`src/rtl/cam_capture.sv`:
```
// OV7670 capture stage: oversamples the camera pins in the clk domain and writes RGB332 pixels to the frame buffer.
// Optional build macro CAM_CAPTURE_TEST_PATTERN_EN replaces pixel data with col ^ row.
module cam_capture #(
    parameter int unsigned IMG_W = 160,
    parameter int unsigned IMG_H = 120,
    parameter int unsigned AW    = 15
) (
    input  logic          clk,
    input  logic          rst,
    input  logic          CAM_pclk,
    input  logic          CAM_vsync,
    input  logic          CAM_href,
    input  logic [7:0]    CAM_px_data,
    output logic [AW-1:0] DP_RAM_addr_in,
    output logic [7:0]    DP_RAM_data_in,
    output logic          DP_RAM_regW,
    output logic          frame_done,
    output logic          ovf
);

    localparam int unsigned CW = $clog2(IMG_W + 1);
    localparam int unsigned RW = $clog2(IMG_H + 1);
    localparam logic [CW-1:0] COL_MAX = CW'(IMG_W);
    localparam logic [RW-1:0] ROW_MAX = RW'(IMG_H);
    localparam logic [AW-1:0] LINE_LEN = AW'(IMG_W);

    typedef enum logic [1:0] {
        IDLE  = 2'd0,
        BYTE1 = 2'd1,
        BYTE2 = 2'd2
    } state_t;

    // Two-flop synchronisers plus a third tap for edge detection on the control lines.
    logic [2:0] pclk_sr;
    logic [2:0] href_sr;
    logic [2:0] vs_sr;
    logic [7:0] data_s1;
    logic [7:0] data_s2;

    always_ff @(posedge clk or posedge rst) begin
        if (rst) begin
            pclk_sr <= '0;
            href_sr <= '0;
            vs_sr   <= '0;
            data_s1 <= '0;
            data_s2 <= '0;
        end else begin
            pclk_sr <= {pclk_sr[1:0], CAM_pclk};
            href_sr <= {href_sr[1:0], CAM_href};
            vs_sr   <= {vs_sr[1:0], CAM_vsync};
            data_s1 <= CAM_px_data;
            data_s2 <= data_s1;
        end
    end

    // Registered events; byte_d is the data delayed to line up with byte_ev.
    logic       byte_ev;
    logic       href_fall;
    logic       vs_fall;
    logic       vs_rise;
    logic       vs_high;
    logic [7:0] byte_d;

    always_ff @(posedge clk or posedge rst) begin
        if (rst) begin
            byte_ev   <= 1'b0;
            href_fall <= 1'b0;
            vs_fall   <= 1'b0;
            vs_rise   <= 1'b0;
            vs_high   <= 1'b0;
            byte_d    <= '0;
        end else begin
            byte_ev   <= pclk_sr[1] & ~pclk_sr[2] & href_sr[1] & ~vs_sr[1];
            href_fall <= href_sr[2] & ~href_sr[1];
            vs_fall   <= vs_sr[2] & ~vs_sr[1];
            vs_rise   <= vs_sr[1] & ~vs_sr[2];
            vs_high   <= vs_sr[1];
            byte_d    <= data_s2;
        end
    end

    state_t        state;
    logic [CW-1:0] col;
    logic [RW-1:0] row;
    logic [5:0]    b1;
    logic          pix_valid;
    logic [CW-1:0] pix_col;
    logic [RW-1:0] pix_row;
    logic [7:0]    pix_data;

    // Capture FSM: pairs bytes into pixels and tracks the write position.
    always_ff @(posedge clk or posedge rst) begin
        if (rst) begin
            state      <= IDLE;
            col        <= '0;
            row        <= '0;
            b1         <= '0;
            pix_valid  <= 1'b0;
            pix_col    <= '0;
            pix_row    <= '0;
            pix_data   <= '0;
            frame_done <= 1'b0;
            ovf        <= 1'b0;
        end else begin
            pix_valid  <= 1'b0;
            frame_done <= 1'b0;
            if (vs_rise && state != IDLE) begin
                frame_done <= 1'b1;
                state      <= IDLE;
            end else if (vs_high) begin
                state <= IDLE;
            end else if (state == IDLE) begin
                if (vs_fall) begin
                    col   <= '0;
                    row   <= '0;
                    ovf   <= 1'b0;
                    state <= BYTE1;
                end
            end else if (href_fall) begin
                state <= BYTE1;
                if (col != '0) begin
                    col <= '0;
                    if (row != ROW_MAX) begin
                        row <= RW'(row + 1'b1);
                    end
                end
            end else if (byte_ev) begin
                if (state == BYTE1) begin
                    b1    <= {byte_d[7:5], byte_d[2:0]};
                    state <= BYTE2;
                end else begin
                    state <= BYTE1;
                    if (col < COL_MAX && row < ROW_MAX) begin
                        pix_valid <= 1'b1;
                        pix_col   <= col;
                        pix_row   <= row;
`ifdef CAM_CAPTURE_TEST_PATTERN_EN
                        pix_data  <= 8'(col) ^ 8'(row);
`else
                        pix_data  <= {b1, byte_d[4:3]};
`endif
                    end else begin
                        ovf <= 1'b1;
                    end
                    if (col != COL_MAX) begin
                        col <= CW'(col + 1'b1);
                    end
                end
            end
        end
    end

    logic [AW-1:0] pix_addr_c;

    always_comb begin
        pix_addr_c = AW'(pix_row) * LINE_LEN + AW'(pix_col);
    end

    // Output register: address and data change only alongside a strobe.
    always_ff @(posedge clk or posedge rst) begin
        if (rst) begin
            DP_RAM_regW    <= 1'b0;
            DP_RAM_addr_in <= '0;
            DP_RAM_data_in <= '0;
        end else begin
            DP_RAM_regW <= pix_valid;
            if (pix_valid) begin
                DP_RAM_addr_in <= pix_addr_c;
                DP_RAM_data_in <= pix_data;
            end
        end
    end

endmodule

```
`config.mk`:
```
export PLATFORM = sky130hd
export DESIGN_NAME = cam_capture
export DESIGN_NICKNAME = d
export VERILOG_FILES = /design/src/rtl/cam_capture.sv
export SDC_FILE = /design/constraint.sdc
export NUM_CORES = 1
export LEC_CHECK = 0
export ABC_AREA = 1
export CAP_MARGIN = 20
export CORE_MARGIN = 2
export CORE_UTILIZATION = 58
export DETAILED_ROUTE_END_ITERATION = 16
export GPL_TIMING_DRIVEN = 0
export PLACE_DENSITY = 0.8
export SLEW_MARGIN = 20
export SYNTH_ARGS = -nofsm -noshare
export SYNTH_HDL_FRONTEND = slang
export SYNTH_SLANG_ARGS = --single-unit
```
`constraint.sdc`:
```
create_clock -name clk -period 5 [get_ports clk]
set_clock_uncertainty 0.1 [all_clocks]
set_input_delay 0.75 -clock clk [delete_from_list [all_inputs] [get_ports clk]]
set_output_delay 0.75 -clock clk [all_outputs]
set_load 0.1 [all_outputs]
```
* Yosys cells after proc, flatten, opt, wreduce, memory -nomap -nowiden
Cells that the tools add are included.
** Storage, ports and cells
- Output and inout port bits :: 26
- Register bits :: 111
- Logic and storage cells :: 106
** Cells by class
- Multiplexer cells :: 33
- Magnitude comparators :: 2
- Reductions and logical operators :: 18
- $mul :: 1
- Equal/unequal tests :: 10
- Bitwise logic cells :: 15
- Add/subtract/negate cells :: 3
** Operator list (count)
- 2-to-1 mux 8 bit :: 7
- 2-to-1 mux 7 bit :: 5
- AND reduction 7 bit :: 3
- adder 15 x 8 -> 15 bit :: 1
- 2-to-1 mux 1 bit :: 14
- 2-to-1 mux 2 bit :: 7
- AND reduction 6 bit :: 2
- multiplier 7 x 3 -> 10 bit (second input constant) :: 1
- nonzero test 2 bit :: 5
- NOT 1 bit :: 9
- adder 8 x 1 -> 8 bit (second input constant) :: 1
- less-than comparator 8 bit (second input constant) :: 1
- != test 8 bit (second input constant) :: 1
- nonzero test 8 bit :: 1
- adder 7 x 1 -> 7 bit (second input constant) :: 1
- less-than comparator 7 bit (second input constant) :: 1
- != test 7 bit (second input constant) :: 1
- bitwise AND 1 bit :: 6
- != test 2 bit (second input constant) :: 3
- nonzero test 3 bit :: 2
- nonzero test 5 bit :: 1
- != test 4 bit (second input constant) :: 1
- != test 3 x 1 -> 1 bit (second input constant) :: 1
- != test 3 bit (second input constant) :: 1
- other kinds (5) :: 6

* Longest topological paths before layout
Gate-level depths: netlist of the first run.
- Word-level depth :: 9
- Gate-level depth with buffers :: 14
- Gate-level depth less buffers :: 14

* Least setup slack after synthesis of the first run
No wires, ideal clock.
- Path type :: register -> register
- Start :: register pix_row[1]
- End :: register DP_RAM_addr_in[13]
- Data arrival time :: 2.048 ns
- Path buffers :: 0
- Setup time :: 0.120 ns
- Stages on the path, launching flop included :: 12
- Setup slack :: 2.732 ns
- Data required time :: 4.780 ns
- Cell sequence :: dfrtp_1 -> ha_1 -> ha_1 -> inv_1 -> fa_1 -> nand3b_1 -> nor2_1 -> inv_1 -> nor2_1 -> nand3_1 -> nand3_1 -> nand2_1
** On the way
- Cells in the longest elaborated chain, start to end :: 2
** Ends and longest elaborated chain
- from (decl) :: line 88 : logic [RW-1:0] pix_row;
- from (signal assigned) :: line 136 : pix_row <= row;
- multiplier 7 x 3 -> 10 bit :: line 156 : pix_addr_c = AW'(pix_row) * LINE_LEN + AW'(pix_col);
- adder 15 x 8 -> 15 bit :: line 156
- to (signal assigned) :: line 168 : DP_RAM_addr_in <= pix_addr_c;
- to (decl) :: line 14 : output logic [AW-1:0] DP_RAM_addr_in,
Every way passes these cells.
A chain may end at the register's enable or synchronous reset.

* Worst setup path after layout of the first run
- Start :: register DP_RAM_addr_in[3]
- End :: output DP_RAM_addr_in[3]
No word-level cell between the ends.

==> summary.txt, run 1 <==
CTS
  • Sink Count: 110
  • CTS buffer count: 9
  • Clk_lat worst skew: 0.38 ns
  • Clock slew at reported path FFs: 0.12 ns
  • H-Tree Depth: 3
  • CTS tree: yes
  • Max clock buf depth: 2
  • Post_cts resized: 0
  • Root Driver: clkbuf_8
  • CTS Hold Bufs: 0
  • Setup repair bufs after CTS: 0

Logic synthesis
  • Mapped Area: 4760 um2
  • Mux cell area share after synthesis: 0%
  • Yosys warns: 0
  • Synth Instances: 504
  • Compound-gate portion of the synthesized area: 7.08%
  • Synth Area in XOR/XNOR: 1.29%
  • Simple-Gate Fraction of Synth Area: 22.0%
  • Register area share after synthesis: 57.9%
  • Yosys reg bits: 110
  • Distinct cells, synth: 35
  • Syn nets: 536
  • Main combinational cell family by area after synthesis: simple AND/OR/NAND/NOR gates
  • Post-synthesis area per instance: 9.44 um2
  • Adder-Cell Fraction of Synth Area: 5.31%

Setup path
  • Crit-path slowest cell: clkdlybuf4s50_1
  • CP peak stage delay: 1.14 ns
  • FF-to-FF Start: pix_row[1]
  • Endpoint type of the worst setup path: output pin
  • Worst path cell trace: clkdlybuf4s50_1
  • Worst endpoint required time: 4.15 ns
  • Crit-path max FO: 2
  • CP delay by family, top: buffers and inverters
  • WP data arrival: 1.92 ns
  • Crit path kind: reg2out
  • Crit path launch type: flop
  • Crit path launch: DP_RAM_addr_in[3]
  • Worst path bufs/invs: 1

Pwr
  • Static leakage: 2.70 nW
  • VDD IR-drop max: 0.236 mV
  • Total power: 1.72 mW
  • P per Cell Area: 312 nW/um2

Hold path
  • Hold path start: data_s2[0]
  • Hold WC Path Type: reg2reg

Final layout
  • Final instance area: 5500 um2
  • Area Growth Syn to Fin: 15.6%
  • # diodes: 0
  • Multi-input logic area: 1700 um2
  • Layout cell share with drive strength beyond 1: 8.77%
  • Filler instances: 666
  • Final net count: 586
  • Post-layout util: 67.9%
  • Register Area: 2750 um2

Timing
  • Max-slew violations: 0
  • Achievable frequency: 0.361 GHz
  • Final hold slack: 0.259 ns
  • RSZ-0062 raised after global routing: no
  • Final Cycle Share: 55.5%
  • Endpoints failing hold: 0
  • Setup violators final: 0
  • Worst slew pin tran: 0.991 ns
  • Slew HR: 33.7%
  • Tmin final: 2.77 ns

Route
  • DRC Markers: 0
  • Detailed Route WL: 8.82 mm
  • Drt first pass iters: 5
  • Total number of vias: 3,454
  • Number of vias per cell: 5.20
  • DR WL/cell: 13.3 um
  • Initial DRC count: 208
  • Post-route ant nets: 0

Place
  • Routability cong.: 0.862
  • DP HPWL: 6.47 mm
  • PortBufs: 38
  • Placed Area: 5300 um2

Global routing
  • Global-route wire length before repair: 15.5 mm
  • Grt ovf: 0
  • Tot GR Track Use: 22.4%
  • Largest net degree at the start of global routing: 79
  • Initial antenna violation count: 0
  • Vias in the first global route: 3,356

Die
  • I/O Pins: 39
  • Die ar.: 8940 um2
  • DIE WIDTH: 94.6 um
  • Rows: 33
  • Die Ht: 94.6 um
  • Starting Density: 58.8%
  • Core Box Area: 8090 um2

Outcome
  • Outcome: complete, no violations

Run
  • Maximum capacitance violations: 0
==> area by class of cell <==
class | instances | area share, %
Tap cell | 105 | 2.39
Clock buffer | 9 | 2.25
Inverter | 57 | 3.98
Timing Repair Buffer | 39 | 7.42
Multi-Input combinational cell | 324 | 30.9
Sequential cell | 110 | 50.1
Clock inverter | 7 | 1.32
Buffer | 13 | 1.64
==> report_power, final <==
part	internal [mW]	switching [mW]	total, mW
logic	0.0770	0.149	0.226
clock network	0.198	0.320	0.518
registers	0.937	0.0362	0.973
==> stage by stage <==
| stage | TNS (ns) | std cells | setup WS, ns |
|---|---|---|---|
| CTS | 0 | 664 | 2.21 |
| detailed placement | 0 | 648 | 2.54 |
| global placement | -10.41 | 647 | -0.102 |
| floorplan | 0 | 504 | 1.25 |
| global route | 0 | 664 | 2.17 |
| finish | 0 | 664 | 2.23 |
==> cells by family after synthesis <==
logic type | Yosys count
AND/OR/NAND/NOR | 238
flip-flops | 110
buffers and inverters | 70
AO/OA/AOI/OAI | 60
adder cells (fa/ha/maj) | 19
XOR/XNOR | 7
==> Yosys cell counts (all sizes together) <==
library cell  instances  area [um2]
a21oi                15        86.3
a31oi                 1        6.26
buf                   9        75.1
clkbuf                4        15.0
clkinv                1        3.75
dfrtp               110        2750
fa                    2        40.0
ha                   17         213
inv                  56         210
nand2               149         562
nand3                32         165
nand3b                4        30.0
nand4                 5        31.3
nor2                 38         194
nor3                  6        41.3
nor4                  2        12.5
o21ai                42         229
o21bai                1        7.51
o31ai                 1        7.51
or2                   2        12.5
xnor2                 1        8.76
xor2                  6        52.6
==> metal layers <==
layer | wire length [um] | part of all wire (%) | global-route usage [%] | vias up
met5 | 0 | 0 | 0 | -
met4 | 149 | 1.7 | 6.88 | 0
met3 | 395 | 4.5 | 4.95 | 14
met2 | 4390 | 50 | 37.6 | 81
met1 | 3880 | 44 | 29.3 | 1660
li1 | - | - | - | 1699
==> registers in the layout, indices dropped and copies added, names as in the netlist, 3 cells and up <==
signal	flops
DP_RAM_addr_in	15
DP_RAM_data_in	8
b1	6
byte_d	8
col	8
data_s1	8
data_s2	8
href_sr	3
pclk_sr	3
pix_col	8
pix_data	8
pix_row	7
row	7
==> path summary, 6_finish.rpt <==
check | to | slack, ns | cells past startpoint
worst min-delay path | byte_d[0] | 0.26 | 0
worst max register to register | DP_RAM_addr_in[14] | 2.50 | 13
max in group asynchronous | DP_RAM_addr_in[10] | 3.55 | 3
worst min register to register | byte_d[0] | 0.26 | 0
worst max-delay path | DP_RAM_addr_in[3] | 2.23 | 1
min in group asynchronous | data_s1[6] | 0.60 | 2
==> layout by cell type (no fill, tap or decap), types with 4 or more instances in the layout <==
cell type	count
ha_1	17
xor2_1	6
nor2_1	29
nand2_1	148
nor2_2	5
nand4_1	5
clkbuf_1	4
buf_6	4
nand3b_1	4
dfrtp_1	110
a21oi_1	12
o21ai_0	35
nand3_1	31
clkdlybuf4s50_1	38
nor3_1	5
inv_1	54
clkbuf_8	9
o21ai_2	5
(Power assumes the default switching activity.)
==> inputs of run 2 (changes only) <==
- CORE_UTILIZATION: 58 -> 52
- PLACE_DENSITY: 0.8 -> 0.75
- clock period: 5 -> 2.3 ns (I/O delays scaled with it)
==> summary.txt, run 2 (same netlist as run 1, synthesis figures left out) <==
Pwr
  • Static leakage: 2.91 nW
  • Total power: 3.82 mW
  • P per Cell Area: 679 nW/um2
  • VDD IR-drop max: 0.465 mV

CTS
  • Max clock buf depth: 2
  • Root Driver: clkbuf_8
  • Clock slew at reported path FFs: 0.11 ns
  • CTS buffer count: 9
  • Sink Count: 110
  • CTS tree: yes
  • Clk_lat worst skew: 0.37 ns
  • H-Tree Depth: 3

Route
  • DRC Markers: 0
  • DR WL/cell: 13.1 um
  • Drt first pass iters: 4
  • Total number of vias: 3,519
  • Post-route ant nets: 0
  • Number of vias per cell: 5.20
  • Detailed Route WL: 8.90 mm
  • Initial DRC count: 183

Setup path
  • Worst path bufs/invs: 1
  • CP delay by family, top: adder cells
  • Crit-path slowest cell: fa_1
  • Most used cell, CP: nand2_1
  • Worst path cell trace: ha_1, ha_2, inv_2, fa_1, nor2_2, nand3_1, nand2_2, nand2_4, nor2_4, nand3_1, nand2_1, nand2_1, nand2_1
  • Crit-path max FO: 3
  • Worst endpoint required time: 2.52 ns
  • WP data arrival: 2.54 ns
  • Endpoint type of the worst setup path: flop
  • Crit path launch type: flop
  • CP peak stage delay: 0.49 ns
  • Crit path kind: reg2reg

Global routing
  • Global-route wire length before repair: 15.6 mm
  • Initial antenna violation count: 0
  • Grt ovf: 0
  • Largest net degree at the start of global routing: 37
  • Tot GR Track Use: 19.7%
  • Vias in the first global route: 3,445

Place
  • Routability cong.: 0.816
  • DP HPWL: 6.41 mm
  • PortBufs: 38
  • Dpl cells: 653
  • Pre-CTS WS: -0.144 ns
  • Placed Area: 5340 um2

Final layout
  • # diodes: 0
  • Top reg by flops: DP_RAM_addr_in
  • Layout Cells excl Fill: 677
  • Area Growth Syn to Fin: 18.3%
  • Post-layout util: 63.9%
  • Final net count: 596
  • Layout cell share with drive strength beyond 1: 12.1%
  • Commonest non-fill, non-tap cell in the layout: nand2_1
  • Final instance area: 5620 um2
  • Max reg flops: 15
  • Most frequent cells in the layout: 145 x nand2_1, 110 x dfrtp_1, 52 x inv_1

Timing
  • Final hold slack: 0.180 ns
  • Slew HR: 35.2%
  • Max-slew violations: 0
  • Achievable frequency: 0.431 GHz
  • Endpoints failing hold: 0
  • Setup_tns: -0.0283 ns
  • RSZ-0062 raised after global routing: yes
  • Final Cycle Share: 101%
  • Setup violators final: 2
  • Final setup margin: -0.0220 ns
  • Worst slew pin tran: 0.976 ns
  • Tmin final: 2.32 ns

Outcome
  • Outcome: finished with violations
  • Failing checks: negative setup slack

Die
  • DIE WIDTH: 99.6 um
  • Die ar.: 9930 um2
  • Starting Density: 54.0%
  • Rows: 34
  • Die Ht: 99.6 um
  • Core Box Area: 8810 um2
  • I/O Pins: 39

Hold path
  • Hold WC Path Type: in2async

Run
  • Maximum capacitance violations: 0
[run 2: cell count changes in the layout (fill, tap and decap cells not counted), sizes merged]
cell / previous run / this run
dlymetal6s2s: 0 / 1
clkbuf: 13 / 14
inv: 60 / 58
buf: 10 / 20
bufinv: 0 / 1
clkinvlp: 0 / 2
dlygate4sd2: 0 / 25
clkinv: 4 / 2
clkdlybuf4s50: 38 / 12
[run 2: routing by layer]
metal	wire [um]	global-route usage [%]	up-vias
li1	-	-	1712
met1	3860	25.6	1678
met2	4460	32.4	106
met3	419	4.22	23
met4	163	7.90	0
met5	0	0	-
[run 2: where the power goes]
group / internal, mW / switching, mW / total (mW) / leakage, nW
combinational: 0.172 / 0.329 / 0.501 / 1.36
clock: 0.526 / 0.679 / 1.20 / 0.101
sequential: 2.04 / 0.0787 / 2.11 / 1.45
total: 2.73 / 1.09 / 3.82 / 2.91
[run 2: path summary, 6_finish.rpt]
path	startpoint	to	slack [ns]	cells after the start
max in group asynchronous	rst	pix_row[5]	1.23	4
setup reg to reg	pix_row[1]	DP_RAM_addr_in[14]	-0.02	13
setup / recovery	pix_row[1]	DP_RAM_addr_in[14]	-0.02	13
min in group clk	data_s2[0]	byte_d[0]	0.26	0
hold / removal	rst	data_s1[0]	0.18	2
hold reg to reg	data_s2[0]	byte_d[0]	0.26	0
[run 2: final cells by class]
type,count,area (um2)
buffer,13,90.1
clock buffer,10,128
clock inverter,6,77.6
fill,712,3180
inverter,57,218
multi-input combinational,324,1750
sequential,110,2750
tap,108,135
timing repair buffer,49,475
[run 2: repair_timing]
item                       4_1_cts  5_1_grt
hold buffers                     0        0
cloned                           0        0
setup buffers                    5        3
pin swaps                        7        6
setup endpoints to repair       28        5
gates resized for setup         30       13
==> inputs of run 3 (changes only) <==
- CELL_PAD_IN_SITES_DETAIL_PLACEMENT: default -> 0
- CELL_PAD_IN_SITES_GLOBAL_PLACEMENT: default -> 1
- CORE_UTILIZATION: 52 -> 40
==> summary.txt, run 3 (same netlist as run 1, synthesis figures left out) <==
Outcome
  • Outcome: finished with violations
  • Failing checks: design-rule violations, negative setup slack

CTS
  • Sink Count: 110
  • Max clock buf depth: 2
  • CTS tree: yes
  • CTS buffer count: 9
  • Clk_lat worst skew: 0.34 ns
  • Root Driver: clkbuf_16
  • H-Tree Depth: 3
  • Clock slew at reported path FFs: 0.07 ns

Global routing
  • Tot GR Track Use: 15.8%
  • Initial antenna violation count: 0
  • Global-route wire length before repair: 16.1 mm
  • Largest net degree at the start of global routing: 31
  • Vias in the first global route: 3,341
  • Grt ovf: 0

Setup path
  • Most used cell, CP: nand2_2
  • Crit-path max FO: 3
  • CP peak stage delay: 0.48 ns
  • CP delay by family, top: adder cells
  • Crit-path slowest cell: fa_1
  • Worst path bufs/invs: 1
  • Critical path depth: 13
  • Worst endpoint required time: 2.48 ns
  • Reg2reg path depth: 13
  • Crit path launch type: flop
  • WP data arrival: 2.54 ns
  • Worst path cell trace: ha_1, ha_2, inv_2, fa_1, nor2_2, nand3_2, nand2_2, nand2_2, nor2_2, nand3_1, nand2_1, nand2_2, nand2_1
  • Endpoint type of the worst setup path: flop
  • Crit path kind: reg2reg

Die
  • Die Ht: 113 um
  • DIE WIDTH: 113 um
  • Rows: 39
  • Core Box Area: 11,500 um2
  • Die ar.: 12,800 um2
  • Starting Density: 41.3%
  • I/O Pins: 39

Place
  • Pre-CTS WS: -0.181 ns
  • PortBufs: 38
  • Routability cong.: 0.812
  • DP HPWL: 6.70 mm

Final layout
  • Area Growth Syn to Fin: 21.5%
  • Most frequent cells in the layout: 145 x nand2_1, 110 x dfrtp_1, 53 x inv_1
  • # diodes: 0
  • Post-layout util: 50.2%
  • Final net count: 597
  • Top reg by flops: DP_RAM_addr_in
  • Commonest non-fill, non-tap cell in the layout: nand2_1
  • Layout cell share with drive strength beyond 1: 12.1%
  • Max reg flops: 15

Pwr
  • VDD IR-drop max: 0.396 mV
  • Total power: 4.09 mW
  • P per Cell Area: 709 nW/um2
  • Static leakage: 3.07 nW

Timing
  • Tmin final: 2.36 ns
  • Max-slew violations: 0
  • Worst slew pin tran: 0.980 ns
  • RSZ-0062 raised after global routing: yes
  • Endpoints failing hold: 0
  • Final setup margin: -0.0567 ns
  • Setup violators final: 2
  • Achievable frequency: 0.424 GHz
  • Final Cycle Share: 102%
  • Slew HR: 34.5%

Route
  • DRC Markers: 5
  • DR WL/cell: 12.8 um
  • Post-route ant nets: 0
  • Number of vias per cell: 4.72
  • Detailed Route WL: 9.13 mm
  • Drt first pass iters: 10
  • Total number of vias: 3,362
  • Initial DRC count: 197

Hold path
  • Hold depth: 0
  • Hold WC Path Type: reg2reg

Run
  • Maximum capacitance violations: 0
==> run 3: path summary, 6_finish.rpt <==
| kind | to | slack [ns] | from |
|---|---|---|---|
| setup reg to reg | DP_RAM_addr_in[14] | -0.06 | pix_row[3] |
| hold reg to reg | byte_d[6] | 0.25 | data_s2[6] |
| min in group asynchronous | DP_RAM_data_in[7] | 0.35 | rst |
| max in group asynchronous | vs_sr[1] | 0.98 | rst |
| setup / recovery | DP_RAM_addr_in[14] | -0.06 | pix_row[3] |
| hold / removal | byte_d[6] | 0.25 | data_s2[6] |
==> run 3: routing by layer <==
metal,vias to the layer above,track usage [%],wire length (um)
met3,8,3.37,303
met1,1586,21.6,4410
li1,1720,-,-
met4,0,4.63,102
met5,-,0,0
met2,48,25.6,4320
==> run 3: final cells by class <==
type,instances,area [um2]
Timing Repair Buffer,50,532
Buffer,13,90.1
Fill cell,1080,5740
Clock buffer,10,229
Sequential cell,110,2750
Clock inverter,6,55.1
Multi-Input combinational cell,324,1720
Inverter,57,218
Tap cell,143,179
==> run 3: per-stage QoR <==
stage / cell area (um2) / hold WS, ns / TNS [ns] / std cells
after CTS: 5730 / 0.251 / -0.111 / 712
after floorplan: 4760 / 0.231 / 0 / 504
after global routing: 5780 / 0.259 / -0.694 / 713
final: 5780 / 0.248 / -0.0583 / 713
after detailed placement: 5390 / 0.235 / -0.447 / 688
after global placement: 5320 / 0.234 / -55.75 / 685
==> run 3: what timing repair did <==
action | in CTS | in global routing
hold endpoints to repair | 0 | 0
setup endpoints to repair | 15 | 17
setup buffers | 8 | 1
pin swaps | 12 | 9
hold buffers | 0 | 0
gates resized for setup | 16 | 17
==> run 3: report_power, final <==
part / internal [mW] / switching (mW) / total [mW]
clock network: 0.757 / 0.723 / 1.48
registers: 2.04 / 0.0776 / 2.11
logic: 0.174 / 0.328 / 0.501
